[src/rtl/noc_pkg.sv]
// Shared constants for the NoC output-port slice: packet width, input indices
// and the sent-packet counter width.
package noc_pkg;
  localparam int PAC_WIDTH_DEF = 64;
  localparam int IN0           = 0;
  localparam int IN1           = 1;
  localparam int PKT_CNT_W     = 16;
endpackage

[src/rtl/rr_arbiter2.sv]
// Two-way round-robin arbiter. It owns the priority bit, and the priority bit
// moves to the losing side after every grant.
module rr_arbiter2
  import noc_pkg::*;
(
  input  logic       clk,
  input  logic       reset,
  input  logic [1:0] req,
  input  logic       en,
  output logic [1:0] gnt
);
  logic prio;

  always_comb begin
    gnt = 2'b00;
    if (en) begin
      if (req[IN0] && req[IN1]) begin
        gnt = prio ? 2'b10 : 2'b01;
      end else begin
        gnt = req;
      end
    end
  end

  // Priority only moves when something was granted; it then favours the other input.
  always_ff @(posedge clk) begin
    if (reset) begin
      prio <= 1'b0;
    end else if (gnt[IN0]) begin
      prio <= 1'b1;
    end else if (gnt[IN1]) begin
      prio <= 1'b0;
    end
  end
endmodule

[src/rtl/out_port_ctrl.sv]
// Output port controller: arbitrates two one-slot upstream buffers into a single
// registered output stage. Define OUT_PKT_CNT_EN to add the saturating pkt_cnt port.
module out_port_ctrl
  import noc_pkg::*;
#(
  parameter int PAC_WIDTH = PAC_WIDTH_DEF
) (
  input  logic                 clk,
  input  logic                 reset,
  input  logic                 in0_empty,
  input  logic                 in1_empty,
  input  logic [PAC_WIDTH-1:0] in0_data,
  input  logic [PAC_WIDTH-1:0] in1_data,
  output logic                 in0_ren,
  output logic                 in1_ren,
  input  logic                 ri,
  output logic                 so,
  output logic [PAC_WIDTH-1:0] dout
`ifdef OUT_PKT_CNT_EN
  ,
  output logic [PKT_CNT_W-1:0] pkt_cnt
`endif
);
  logic       out_valid;
  logic       free;
  logic       arb_en;
  logic [1:0] req;
  logic [1:0] gnt;

  // The stage accepts a new packet whenever it is empty or is being drained this cycle.
  assign free   = ~out_valid | ri;
  assign arb_en = free & ~reset;
  assign req    = {~in1_empty, ~in0_empty};
  assign so     = out_valid & ri & ~reset;
  assign in0_ren = gnt[IN0];
  assign in1_ren = gnt[IN1];

  rr_arbiter2 u_arb (
    .clk   (clk),
    .reset (reset),
    .req   (req),
    .en    (arb_en),
    .gnt   (gnt)
  );

  always_ff @(posedge clk) begin
    if (reset) begin
      out_valid <= 1'b0;
      dout      <= '0;
    end else if (free) begin
      if (|gnt) begin
        out_valid <= 1'b1;
        dout      <= gnt[IN1] ? in1_data : in0_data;
      end else begin
        out_valid <= 1'b0;
      end
    end
  end

`ifdef OUT_PKT_CNT_EN
  always_ff @(posedge clk) begin
    if (reset) begin
      pkt_cnt <= '0;
    end else if (so && (pkt_cnt != {PKT_CNT_W{1'b1}})) begin
      pkt_cnt <= pkt_cnt + 1'b1;
    end
  end
`endif
endmodule

[config.mk]
export PLATFORM = sky130hd
export DESIGN_NAME = out_port_ctrl
export DESIGN_NICKNAME = d
export VERILOG_FILES = /design/src/rtl/noc_pkg.sv /design/src/rtl/rr_arbiter2.sv /design/src/rtl/out_port_ctrl.sv
export SDC_FILE = /design/constraint.sdc
export NUM_CORES = 1
export LEC_CHECK = 0
export BUFFER_PORTS_ARGS = -buffer_cell sky130_fd_sc_hd__buf_2
export CORE_MARGIN = 3
export CORE_UTILIZATION = 45
export DETAILED_ROUTE_END_ITERATION = 8
export HOLD_SLACK_MARGIN = 0.12
export PLACE_DENSITY = 0.87
export REMOVE_ABC_BUFFERS = 1
export SETUP_SLACK_MARGIN = 0.5
export SLEW_MARGIN = 20
export SYNTH_ARGS = -nofsm -noshare
export SYNTH_HDL_FRONTEND = slang
export SYNTH_SLANG_ARGS = --single-unit
[constraint.sdc]
create_clock -name clk -period 1.8 [get_ports clk]
set_input_delay 0.27 -clock clk [delete_from_list [all_inputs] [get_ports clk]]
set_output_delay 0.27 -clock clk [all_outputs]
set_load 0.05 [all_outputs]
==> qor.txt, run 1 <==
Synth Area in Adders - 0%
DR pass1 iterations - 8
Clk network pwr share - 28.1%
num ports - 200
final hold violation count - 0
nature of the critical path startpoint - flip-flop
final number of setup-violating endpoints - 0
Rows - 32
sequential share of the synthesized area - 36.1%
CTS Buf Count - 9
status - finished clean
CP Capture Type - flip-flop
post-route setup slack - 0.183 ns
Post-Syn Area - 3660 sq um
Final Skew - 0.0101 ns
CTS Sinks - 66
vias per cell - 7.23
initial antenna violation count - 0
part of the power in registers - 32.7%
Detailed Route Iter0 Violations - 612
fin. max-slew vios - 0
gr usage total - 34.6%
number of buffers added on ports - 199
CP max stage delay - 0.39 ns
grt total ovfl - 0
number of flops mapped to enable cells by yosys - 0
CTS tree - done
Largest delay share family, worst path - buffers and inverters
drc violations - 0
via count - 5,201
number of nets still failing antenna checks after routing - 0
GPL Wtd Cong - 0.767
Net Switching - 1910 uW
Routed WL per cell - 25.6 um
post-route cell area - 6490 sq um
WP buf/inv - 4
crit path time final - 1.62 ns
Nets - 745
Clock transition at path regs - 0.08 ns
Synth Area in XOR/XNOR - 0%
Avg Inst Size Synth - 8.84 sq um
Placed Instances - 654
Worst-Margin Slew - 0.579 ns
crit-path cells - buf_6 -> o21ba_4 -> buf_8 -> buf_12 -> buf_16 -> nand4_1 -> a311oi_2
Synth Area in Simple Gates - 12.1%
flops & latches, synth - 66
Compound-Gate Fraction of Synth Area - 40.5%
CTS H-tree lvls - 3
commonest non-fill, non-tap cell in the layout - buf_2
antenna diode count - 0
die footprint - 9250 sq um
WHS - 0.204 ns
Yosys warnings - 0
main combinational cell family by area after synthesis - compound AO/OA/AOI/OAI gates
vias in the first global route - 4,759
filler cell count in the final layout - 442
combinational power share - 39.2%
worst-case clock buffer depth - 2
dpl ws - 0.139 ns
switching share of power - 37.5%
Non-Filler Instances - 719
DIE WIDTH - 96.2 um
Worst EP arrival - 1.85 ns
Mapped Cells - 414
maxcap violations - 0
first-pass GRT wire length - 24.9 mm
Max Freq - 0.618 GHz
commonest non-fill, non-tap cells in the layout - 195 x buf_2, 65 x a31oi_1, 64 x nand4_1, 64 x dfxtp_1, 49 x a311oi_1
PwrDens - 784 nW/um^2
Area Overhead vs Synth - 77.3%
Max FO, Critical Path - 8
library cells used by synthesis - 20
Async SR Flop Fraction - 0%
Initial Util - 46.9%
min-delay worst type - in2reg
DRT Wirelength - 18.4 mm
Worst-Skew Late Latency - 0.34 ns
internal power - 3180 uW
Leak - 0.00255 uW
core area - 7810 sq um
maximum vdd drop - 672 uV
pin count of the biggest net entering global routing - 75
Synth Flop Type - dfxtp_1
# hold bufs at CTS - 0
Placed Instance Area - 4630 sq um
mux contribution to synthesized area - 0%
Crit path required time - 2.03 ns
slowest stage cell, crit path - dfxtp_4
Root Driver - clkbuf_8
HPWL after DPL - 8.03 mm
Final period util - 89.9%
Slew HR - 61.4%
die height - 96.2 um
RSZ-0062 raised after global routing - true
layout cell share with drive strength beyond 1 - 55.3%
Crit Path Class - reg2reg
==> stage by stage <==
step / TNS (ns) / power, uW / utilization [%]
floorplan: -172.05 / 2510 / -
global placement: 0 / 2990 / 59.3
detailed placement: 0 / 3020 / 59.3
CTS: 0 / 4860 / 78.6
global route: 0 / 5220 / 83.1
finish: 0 / 5080 / 83.1
==> final timing paths <==
path                 from  endpoint  slack [ns]  cells after the start
max            u_arb.prio  dout[60]        0.18                      7
min          in0_data[54]  dout[54]        0.20                      3
max reg2reg    u_arb.prio  dout[60]        0.18                      7
min reg2reg      dout[54]  dout[54]        0.55                      2
==> metal layers <==
metal  GRT usage [%]  vias to the layer above  part of all wire [%]
met2            55.6                      504                    47
met4            19.0                        0                   5.7
met5               0                        -                     0
met1            42.7                     2404                    35
met3            7.97                      105                    12
li1                -                     2188                     -
==> kinds of logic after synthesis <==
group,after synthesis
buffers and inverters,80
AND/OR/NAND/NOR,71
AO/OA/AOI/OAI,197
flip-flops,66
==> worst reg2reg max path, cell delays in order, from the launching register on <==
cell and delay [ns]:
dfxtp_4 0.39, buf_6 0.11, o21ba_4 0.18, buf_8 0.15, buf_12 0.11, buf_16 0.12
nand4_1 0.16, a311oi_2 0.30
==> Yosys cell counts (2+ instances only) <==
cell	instances	area [sq um]
nand4_1	64	400
buf_2	42	210
buf_4	16	120
clkbuf_1	19	71.3
dfxtp_1	66	1320
a311oi_1	64	561
o31ai_1	64	480
a31oi_1	65	407
and3_1	2	12.5
nand2b_1	2	12.5
==> what timing repair did <==
item | 4_1_cts | 5_1_grt
pin swaps | 81 | 44
buffers inserted | 21 | 5
gates resized for setup | 110 | 30
setup endpoints to repair | 68 | 68
cloned | 18 | 5
==> power groups by stage <==
stage | clock, uW | sequential (uW) | combinational [uW]
after floorplan | 0 | 2090 | 421
after global placement | 0 | 1680 | 1310
after detailed placement | 0 | 1680 | 1330
after CTS | 1410 | 1650 | 1790
after global routing | 1490 | 1670 | 2060
final | 1430 | 1660 | 1990
==> sequential cells by signal (all words and copies together), names as in the netlist <==
register    count
out_valid       1
u_arb.prio      1
dout           64
==> area by class of cell <==
type	count	area (sq um)	share of cell area [%]
Inverter	2	10.0	0.154
Multi-Input combinational cell	268	2500	38.6
Tap cell	102	128	1.97
Timing Repair Buffer	265	2300	35.5
Clock buffer	11	141	2.18
Clock inverter	5	77.6	1.20
Sequential cell	66	1330	20.4
No activity file was read; power rests on OpenSTA's default activity.
==> inputs of run 2 (changes only) <==
Settings changed: PLACE_DENSITY 0.87 to 0.81.
==> run 2 against run 1 <==
Net effect:
- utilization grew 4.9 points
- largest cell class unchanged
- non-clock buffer count down 7
- global-route usage decreased by 4.1 points
- cell count is 0.83% lower
- critical path depth increased by 1
- combinational power rose by 3%
- power down 2.9%
- routed wire length up 3.7%
- clock power is 15% lower
- first-iteration DRC count up 11%
- via count rose by 1.2%
- largest power group unchanged
==> qor.txt, run 2 (synthesis gave the netlist of run 1 again) <==
WHS Path Cells - 3 (unchanged)
Hold Path Origin - in0_data[29]
Placed Instances - 653 (-0.15%)
number of nets still failing antenna checks after routing - 0 (unchanged)
die footprint - 9250 sq um (unchanged)
DIE WIDTH - 96.2 um (unchanged)
commonest non-fill, non-tap cells in the layout - 195 x buf_2, 64 x nand4_1, 64 x dfxtp_1
number of buffers added on ports - 199 (unchanged)
Area Overhead vs Synth - 87.7%
Crit Path Class - reg2reg
hold endpoint - dout[29]
setup slack, reg-to-reg - 0.10 ns (-0.08 ns)
Max Freq - 0.590 GHz (-4.6%)
Worst EP arrival - 1.92 ns (+0.07 ns)
CP max stage delay - 0.34 ns (-0.05 ns)
Leak - 0.00262 uW (+2.5%)
RSZ-0062 raised after global routing - true
switching share of power - 39.7% (+2.3 points)
internal power - 2970 uW (-6.4%)
CP Capture Type - flip-flop
commonest non-fill, non-tap cell in the layout - buf_2
Worst-Margin Slew - 0.732 ns (+0.153 ns)
Detailed Route Iter0 Violations - 677 (+11%)
initial antenna violation count - 2 (+2)
combinational power share - 41.5% (+2.3 points)
Root Driver - clkbuf_8
HPWL after DPL - 8.15 mm (+1.5%)
Routed WL per cell - 26.8 um (+4.6%)
dpl ws - 0.225 ns (+0.0857 ns)
Max FO, Critical Path - 8 (unchanged)
Net Switching - 1960 uW (+2.9%)
PwrDens - 719 nW/um^2 (-8.3%)
CTS tree - done
Critical R2R Capture - dout[17]
crit-path cells - buf_6 -> buf_6 -> nand2b_4 -> buf_12 -> clkbuf_16 -> clkbuf_16 -> a31oi_1 -> a311oi_1
maximum vdd drop - 483 uV (-28%)
post-route setup slack - 0.104 ns (-0.0787 ns)
DR pass1 iterations - 6 (-2)
FF-to-FF path depth - 8 (+1)
Rows - 32 (unchanged)
slowest stage cell, crit path - a311oi_1
multi-input logic area - 2930 sq um (+17%)
Clk network pwr share - 24.6% (-3.5 points)
max reg flops - 64 (unchanged)
die height - 96.2 um (unchanged)
Top Registers - dout (64), out_valid (1), u_arb.prio (1)
Largest Register - dout
Clock transition at path regs - 0.08 ns (about the same)
grt total ovfl - 0 (unchanged)
final hold violation count - 0 (unchanged)
Worst-Skew Late Latency - 0.34 ns (about the same)
filler cell count in the final layout - 355 (-20%)
gr usage total - 30.6% (-4.1 points)
Crit path required time - 2.02 ns (about the same)
CTS Sinks - 66 (unchanged)
Slew HR - 51.2% (-10 points)
core area - 7810 sq um (unchanged)
maxcap violations - 0 (unchanged)
Final period util - 94.2% (+4.4 points)
Non-Filler Instances - 713 (-0.83%)
pin count of the biggest net entering global routing - 65 (-13%)
CTS Buf Count - 9 (unchanged)
worst-case clock buffer depth - 2 (unchanged)
vias in the first global route - 4,525 (-4.9%)
DRT Wirelength - 19.1 mm (+3.7%)
num ports - 200 (unchanged)
min-delay worst type - in2reg
fin. max-slew vios - 0 (unchanged)
Nets - 738 (-0.94%)
via count - 5,263 (+1.2%)
CTS H-tree lvls - 3 (unchanged)
nature of the critical path startpoint - flip-flop
drc violations - 0 (unchanged)
crit path time final - 1.70 ns (+0.0787 ns)
vias per cell - 7.38 (+2.0%)
status - finished clean
final number of setup-violating endpoints - 0 (unchanged)
first-pass GRT wire length - 22.4 mm (-10%)
part of the power in registers - 33.8% (+1.1 points)
# hold bufs at CTS - 0 (unchanged)
Initial Util - 46.9% (unchanged)
GPL Wtd Cong - 0.836 (+9.1%)
worst r2r src - out_valid
layout cell share with drive strength beyond 1 - 60.8% (+5.6 points)
Reg area - 1330 sq um (unchanged)
Final Skew - 0.00652 ns (-0.00356 ns)
-- run 2: power by group through the flow --
stage	registers, uW	logic (uW)	clock network [uW]
after CTS	1650	1590	1190
after global routing	1680	2120	1280
after floorplan	2090	421	0
after global placement	1680	1300	0
after detailed placement	1680	1320	0
final	1670	2050	1220
-- run 2: per-layer routing --
layer,track usage [%],part of all wire [%]
met2,51.6,48
met3,6.33,12
met4,14.2,6.0
met1,36.9,34
met5,0,0.037
-- run 2: how the worst max path moves through the flow --
stage / startpoint / end / slack [ns]
after floorplan: ri / dout[46] / -2.60
after global placement: ri / in0_ren / 0.22
after detailed placement: ri / in0_ren / 0.23
after CTS: out_valid / in0_ren / 0.21
after global routing: out_valid / dout[17] / 0.11
final: out_valid / dout[17] / 0.10
-- run 2: area by class of cell --
cell class	instances	share of cell area, %
diodes	1	0.0364
multi-input cells	268	42.6
repair buffers	258	33.4
clock inverters	2	0.146
flip-flops and latches	66	19.3
well taps	102	1.86
clock buffers	14	2.51
inverters	2	0.182
-- run 2: what timing repair did --
action,in CTS,in global routing
setup buffers,6,6
pin swaps,12,99
resized for setup,105,99
endpoints found under the setup margin,67,68
gates cloned,10,21
-- run 2: through the flow --
| stage | instance area, sq um | setup TNS, ns | hold slack (ns) | power (uW) | utilization (%) |
|---|---|---|---|---|---|
| finish | 6870 | 0 | 0.209 | 4940 | 88.0 |
| global route | 6870 | 0 | 0.197 | 5080 | 88.0 |
| CTS | 5580 | 0 | 0.193 | 4420 | 71.5 |
| detailed placement | 4600 | 0 | 0.536 | 3010 | 58.9 |
| global placement | 4600 | 0 | 0.522 | 2980 | 58.9 |
| floorplan | 3250 | -172.05 | 0.339 | 2510 | - |
-- run 2: worst max-delay path, delay by kind of cell (launching register included) --
family / cells / cell delay (ns)
compound gates: 2 / 0.46
buf+inv: 5 / 0.65
flops: 1 / 0.33
simple gates: 1 / 0.14
